**src/rtl/pwm_duty_decoder.sv**
```systemverilog
// ---------------------------------------------------------------------------
// pwm_duty_decoder
//
// Measures an asynchronous PWM/TTL input and reports, once per completed input
// period, the period length, the high time (both in clk cycles) and the
// fractional duty cycle floor(high_time * 2^DUTY_W / period).
//
// Ports
//   clk          in   1       system clock, all logic on posedge
//   rst_n        in   1       asynchronous active-low reset
//   pwm_in       in   1       asynchronous PWM input (pad level)
//   duty         out  DUTY_W  last duty result
//   period       out  CNT_W   last period, clk cycles
//   high_time    out  CNT_W   last high time, clk cycles
//   valid        out  1       1-cycle strobe, results update on this cycle
//   overrun      out  1       1-cycle strobe, a completed period was dropped
//   stuck        out  1       no input edge for 2^CNT_W-1 cycles (level)
//   stuck_level  out  1       synchronized input level when stuck was set
// ---------------------------------------------------------------------------
module pwm_duty_decoder #(
    parameter int CNT_W  = 16,
    parameter int DUTY_W = 8
) (
    input  logic              clk,
    input  logic              rst_n,
    input  logic              pwm_in,
    output logic [DUTY_W-1:0] duty,
    output logic [CNT_W-1:0]  period,
    output logic [CNT_W-1:0]  high_time,
    output logic              valid,
    output logic              overrun,
    output logic              stuck,
    output logic              stuck_level
);

    localparam logic [CNT_W-1:0] CNT_MAX = '1;
    localparam logic [CNT_W-1:0] CNT_ONE = CNT_W'(1);
    localparam int               IT_W    = $clog2(DUTY_W + 1);
    localparam logic [IT_W-1:0]  IT_LOAD = IT_W'(DUTY_W);
    localparam logic [IT_W-1:0]  IT_ONE  = IT_W'(1);

    typedef enum logic [1:0] {
        ST_SYNC = 2'd0,
        ST_HIGH = 2'd1,
        ST_LOW  = 2'd2
    } state_t;

    // ---- input synchronizer and edge detect --------------------------------
    logic sync1_q;
    logic s_q;
    logic s_dly_q;
    logic rise;
    logic fall;

    always_ff @(posedge clk or negedge rst_n) begin
        if (!rst_n) begin
            sync1_q <= 1'b0;
            s_q     <= 1'b0;
            s_dly_q <= 1'b0;
        end else begin
            sync1_q <= pwm_in;
            s_q     <= sync1_q;
            s_dly_q <= s_q;
        end
    end

    assign rise = s_q & ~s_dly_q;
    assign fall = ~s_q & s_dly_q;

    // ---- measurement FSM ---------------------------------------------------
    state_t           state_q, state_d;
    logic [CNT_W-1:0] cnt_q, cnt_d;
    logic [CNT_W-1:0] hi_q, hi_d;
    logic [CNT_W-1:0] cnt_inc;
    logic             timeout;
    logic             complete;

    assign cnt_inc = (cnt_q == CNT_MAX) ? CNT_MAX : cnt_q + CNT_ONE;

    always_ff @(posedge clk or negedge rst_n) begin
        if (!rst_n) begin
            state_q <= ST_SYNC;
            cnt_q   <= '0;
            hi_q    <= '0;
        end else begin
            state_q <= state_d;
            cnt_q   <= cnt_d;
            hi_q    <= hi_d;
        end
    end

    // Timeout has priority over any edge seen in the same cycle; on timeout
    // the counter simply holds (SYNC does not count).
    always_comb begin
        state_d = state_q;
        cnt_d   = cnt_q;
        hi_d    = hi_q;
        case (state_q)
            ST_SYNC: begin
                if (rise) begin
                    cnt_d   = CNT_ONE;
                    state_d = ST_HIGH;
                end
            end
            ST_HIGH: begin
                if (timeout) begin
                    state_d = ST_SYNC;
                end else begin
                    cnt_d = cnt_inc;
                    if (fall) begin
                        hi_d    = cnt_q;
                        state_d = ST_LOW;
                    end
                end
            end
            ST_LOW: begin
                if (timeout) begin
                    state_d = ST_SYNC;
                end else if (rise) begin
                    cnt_d   = CNT_ONE;
                    state_d = ST_HIGH;
                end else begin
                    cnt_d = cnt_inc;
                end
            end
            default: begin
                state_d = ST_SYNC;
            end
        endcase
    end

    // A rise in LOW closes the {hi, period} pair; period is cnt_q itself.
    always_comb begin
        timeout  = 1'b0;
        complete = 1'b0;
        if ((state_q == ST_HIGH) || (state_q == ST_LOW)) begin
            timeout = (cnt_q == CNT_MAX);
        end
        if ((state_q == ST_LOW) && rise && !timeout) begin
            complete = 1'b1;
        end
    end

    // ---- restoring divider -------------------------------------------------
    logic [CNT_W-1:0]  r_q;
    logic [DUTY_W-1:0] q_q;
    logic [CNT_W-1:0]  dper_q;
    logic [CNT_W-1:0]  dhi_q;
    logic [IT_W-1:0]   it_q;
    logic              busy;
    logic              last_it;
    logic [CNT_W:0]    r_sh;
    logic              ge;
    logic [CNT_W-1:0]  r_nx;
    logic [DUTY_W-1:0] q_nx;

    assign busy    = (it_q != '0);
    assign last_it = (it_q == IT_ONE);

    // The remainder stays below the divisor, so it is stored in CNT_W bits;
    // only the doubled value needs the extra bit for the compare. The
    // subtraction is taken modulo 2^CNT_W since its true result is < dper_q.
    assign r_sh = {r_q, 1'b0};
    assign ge   = (r_sh >= {1'b0, dper_q});
    assign r_nx = ge ? ({r_q[CNT_W-2:0], 1'b0} - dper_q) : {r_q[CNT_W-2:0], 1'b0};
    assign q_nx = (q_q << 1) | DUTY_W'(ge);

    logic [DUTY_W-1:0] duty_q;
    logic [CNT_W-1:0]  period_q;
    logic [CNT_W-1:0]  high_q;
    logic              valid_q;
    logic              overrun_q;

    always_ff @(posedge clk or negedge rst_n) begin
        if (!rst_n) begin
            r_q       <= '0;
            q_q       <= '0;
            dper_q    <= '0;
            dhi_q     <= '0;
            it_q      <= '0;
            duty_q    <= '0;
            period_q  <= '0;
            high_q    <= '0;
            valid_q   <= 1'b0;
            overrun_q <= 1'b0;
        end else begin
            valid_q   <= 1'b0;
            overrun_q <= 1'b0;
            if (complete) begin
                if (busy) begin
                    overrun_q <= 1'b1;
                end else begin
                    r_q    <= hi_q;
                    q_q    <= '0;
                    dper_q <= cnt_q;
                    dhi_q  <= hi_q;
                    it_q   <= IT_LOAD;
                end
            end
            if (busy) begin
                r_q  <= r_nx;
                q_q  <= q_nx;
                it_q <= it_q - IT_ONE;
                // Final iteration publishes the finished quotient directly so
                // valid lands DUTY_W+1 cycles after the registered rise.
                if (last_it) begin
                    duty_q   <= q_nx;
                    period_q <= dper_q;
                    high_q   <= dhi_q;
                    valid_q  <= 1'b1;
                end
            end
        end
    end

    // ---- stuck indication --------------------------------------------------
    logic stuck_q;
    logic stuck_lvl_q;

    // A fresh timeout outranks a result finishing on the same edge.
    always_ff @(posedge clk or negedge rst_n) begin
        if (!rst_n) begin
            stuck_q     <= 1'b0;
            stuck_lvl_q <= 1'b0;
        end else if (timeout) begin
            stuck_q     <= 1'b1;
            stuck_lvl_q <= s_q;
        end else if (busy && last_it) begin
            stuck_q <= 1'b0;
        end
    end

    assign duty        = duty_q;
    assign period      = period_q;
    assign high_time   = high_q;
    assign valid       = valid_q;
    assign overrun     = overrun_q;
    assign stuck       = stuck_q;
    assign stuck_level = stuck_lvl_q;

endmodule

```
**config.mk**
```make
export PLATFORM = sky130hd
export DESIGN_NAME = pwm_duty_decoder
export DESIGN_NICKNAME = d
export VERILOG_FILES = /design/src/rtl/pwm_duty_decoder.sv
export SDC_FILE = /design/constraint.sdc
export NUM_CORES = 1
export LEC_CHECK = 0
export CAP_MARGIN = 20
export CORE_ASPECT_RATIO = 0.7
export CORE_UTILIZATION = 60
export DETAILED_ROUTE_END_ITERATION = 10
export PLACE_DENSITY = 0.81
export RECOVER_POWER = 25
export SLEW_MARGIN = 20
export SYNTH_ARGS = -nofsm -noshare
export SYNTH_HDL_FRONTEND = slang
export SYNTH_SLANG_ARGS = --single-unit
```
**constraint.sdc**
```tcl
create_clock -name clk -period 6.3 [get_ports clk]
set_input_delay 1.26 -clock clk [delete_from_list [all_inputs] [get_ports clk]]
set_output_delay 1.26 -clock clk [all_outputs]
set_load 0.03 [all_outputs]
```
==> impl.org <==
** Worst setup path
- Worst setup path class :: flop to flop
- Nature of the critical path startpoint :: flop
- R2R setup slack :: 3.43 ns
- Crit path largest cell delay :: 0.48 ns
- For this design, the slowest cell found on the critical path is dfrtp_1.
- Among cell families on the critical path, the largest total delay comes from buffers and inverters.
- STA puts the critical path data required time at 6.61 ns.
- In this run the worst path has a maximum fanout of 33.
- Worst R2R Start :: cnt_q[0]
- Counting both buffers and inverters, the worst setup path holds a total of 2.
- Worst path arrival time :: 3.18 ns
- Startpoint of the worst setup timing path :: cnt_q[0]
- Critical Path, Cell by Cell :: ha_1, nand2_1, nor3b_4, a31oi_4, buf_4, nand2_1, buf_4, mux2_2
- STA classifies the critical path endpoint as a flop.

** CTS
- TritonCTS clock tree :: built
- Buffer type at the clock tree root :: clkbuf_16
- In this run, post-CTS repair resized a total of 0 instances.
- The clock net in this run drives a total of 140 sinks.
- Post-CTS Setup Inserts :: 0
- H-tree depth :: 4
- Hold Buf Count CTS :: 0
- Cts bufs inserted :: 17
- CTS clk-pin slew, worst paths :: 0.07 ns
- For the worst-skew pair, the clock arrives at the later sink with an insertion delay of 0.42 ns.
- Largest buffer count on any clock path :: 2

** Drt
- In the final routed layout, each cell accounts on average for 19.4 um.
- In this run, the number of DRC markers left after iteration 0 of detailed routing was 530.
- Detail-routed via count per cell :: 6.17
- Detailed-route wire length :: 16200 um
- The routed layout has 5162 vias.
- Router iterations before antenna repair :: 5
- In the routed design, unresolved DRC markers number 0.
- In this run the remaining antenna-violating nets after routing total 0.

** Timing
- Achievable clock frequency :: 0.349 GHz
- Setup violations remaining at the end of the flow were counted as 0.
- Across all setup checks in the final design, the least slack found is 3.43 ns.
- Of the available clock period, the critical path in the final layout requires 0.455.
- Final Hold Vio Count :: 0
- The max-slew violation count came to 0.
- For the pin with the worst max-slew slack, the measured transition is 1.29 ns.
- Adding up every negative setup slack in the final design gives 0 ns.
- Relative slew slack :: 0.143
- Setup clock skew after layout :: 0.00626 ns
- Setup repair after global routing missed its margin :: false
- Hold timing on the final database bottoms out at a slack of 0.349 ns.
- Fin crit period :: 2.87 ns

** Outcome
- The run finished with clean final reports.

** Power
- Standby leakage power :: 3.68 nW
- For this design the ratio of total power to cell area is 450 mW/mm^2.
- Largest vdd supply drop :: 275 uV
- Total design power :: 3.68 mW

** Floorplan
- Die Wd :: 131 um
- Die outline area :: 0.0122 mm^2
- Measured along the y axis, the die boundary spans 92.6 um.
- The core region is 0.0112 mm^2.
- 47 I/O pins were placed.
- # rows :: 32
- The initial utilization of the core area, before any placement, comes to 0.628.

** Global routing
- Maximum number of pins on one net before global-route repair :: 72
- For this run, the total global-route usage over all layers was measured as 0.289.
- First-pass GRT wire length :: 27200 um
- Vias in the first global route :: 5082
- Residual overflow from global routing :: 0
- Antenna violations before repair :: 0

** Synth
- Post-synth net total :: 648
- Synth Warn # :: 0
- Gate count after technology mapping :: 623
- Counting flops and latches in the post-synthesis netlist gives 140.
- The share of the Yosys chip area taken by registers is 0.498.
- Cell Area, Synth :: 0.00704 mm^2
- Number of synthesized flops with an enable pin :: 0
- In this run the mean area of a mapped cell was 11.3 um^2.
- Among all flip-flop cells after synthesis, the most frequent one is dfrtp_1.
- In the synthesized netlist the async set-or-reset flop fraction comes to 1.00.
- Count of different cell masters after synthesis :: 65

** Finish
- Of the cells placed in the final design, the portion with a size suffix greater than 1 is 0.211.
- The repair_antennas step left the layout with diodes totalling 0.
- Final layout net count :: 695
- Synthesis-to-finish area growth :: 16.3%
- Fill cells in the final layout number 771.

** Place
- Port Buf Inserts :: 46
- Detailed placement ended at an HPWL of 10700 um.
- Post-place setup slack :: 3.55 ns
- Global placer's final weighted congestion :: 0.957

** Job
- Max-cap violations in this run came to 0.

** Min path
- Classification of the worst-slack hold path :: flop to flop
- In this run the most critical hold path is launched from sync1_q.
cells in the mapped netlist (8+ instances only):
cell type | count | area [um^2]
nor2_1 | 32 | 120
ha_1 | 21 | 263
o21ai_0 | 42 | 210
nor2b_1 | 13 | 81.3
a21oi_1 | 22 | 110
a31oi_1 | 15 | 93.8
nand2_1 | 44 | 165
inv_1 | 23 | 86.3
dfrtp_1 | 140 | 3500
a211oi_1 | 14 | 105
nor3_1 | 10 | 50.1
a21o_1 | 10 | 75.1
mux2_2 | 79 | 890
xor2_1 | 8 | 70.1
clkbuf_1 | 14 | 52.6
nand3_1 | 15 | 75.1
mux2_4 | 10 | 150
nand2b_1 | 8 | 50.1
where the power goes:
group,internal (mW),leakage [nW],total [mW],switching (mW)
Combinational,0.592,1.51,1.49,0.897
Clock,0.602,0.286,1.02,0.417
Sequential,1.05,1.88,1.17,0.125
Total,2.24,3.67,3.68,1.44
placed cells by master (no fill, tap or decap), types with 6 or more instances in the layout:
cell type,netlist,layout
dfrtp_1,140,140
mux2_2,79,79
nand2_1,44,44
clkdlybuf4s50_1,0,44
o21ai_0,42,42
nor2_1,32,32
inv_1,23,23
a21oi_1,22,22
ha_1,21,21
clkbuf_16,0,17
nand3_1,15,15
a31oi_1,15,15
a211oi_1,14,14
nor2b_1,13,13
a21o_1,10,10
nor3_1,10,10
mux2_4,10,10
nand2b_1,8,8
xor2_1,8,8
mux2i_1,7,7
buf_4,3,6
kinds of logic (layout without fill, tap and decap cells):
kind of cell,count (synthesis),after routing,synth area share
AND/OR/NAND/NOR,151,151,0.111
XOR/XNOR,13,13,0.0162
AO/OA/AOI/OAI,151,151,0.143
adder cells (fa/ha/maj),22,22,0.0402
buffers and inverters,50,110,0.0339
flip-flops,140,140,0.498
multiplexers,96,96,0.158
flip-flops by register name, indices dropped and copies added (netlist names):
register and flops:
dhi_q 16, hi_q 16, high_time 16, s_dly_q 1
overrun 1, valid 1, state_q 2, duty 8
dper_q 16, sync1_q 1, q_q 7, stuck 1
r_q 16, cnt_q 16, stuck_level 1, period 16
it_q 4, s_q 1
worst reg2reg max path, cell delays in order, from the launching register on:
cell and delay, ns:
dfrtp_1 0.48, ha_1 0.29, nand2_1 0.14, nor3b_4 0.43, a31oi_4 0.14, buf_4 0.28, nand2_1 0.13, buf_4 0.44
mux2_2 0.42
routing by layer:
layer,share of wire,track usage,vias to the layer above
li1,-,-,2378
met1,0.47,0.412,2547
met2,0.45,0.444,210
met3,0.061,0.0493,27
met4,0.018,0.114,0
met5,0,0,-
metrics by stage:
stage,instances,utilization,instance area (um^2)
after global routing,836,0.731,8190
final,836,0.731,8190
after floorplan,623,-,7040
after detailed placement,804,0.680,7620
after CTS,836,0.733,8220
after global placement,804,0.680,7620
path summary, 6_finish.rpt:
kind	end	cells past startpoint
max reg2reg	dper_q[0]	8
min in group asynchronous	high_time[7]	1
max	dper_q[0]	8
min reg2reg	s_q	0
max in group asynchronous	r_q[12]	2
min	s_q	0
cell type report:
| type | instances | area [um^2] | share of cell area |
|---|---|---|---|
| sequential | 140 | 3500 | 0.428 |
| inverter | 23 | 86.3 | 0.0105 |
| timing repair buffer | 55 | 518 | 0.0632 |
| multi-input combinational | 433 | 3290 | 0.402 |
| clock inverter | 14 | 160 | 0.0196 |
| tap | 153 | 191 | 0.0234 |
| clock buffer | 18 | 439 | 0.0536 |
Power figures use the tool's default switching activity.
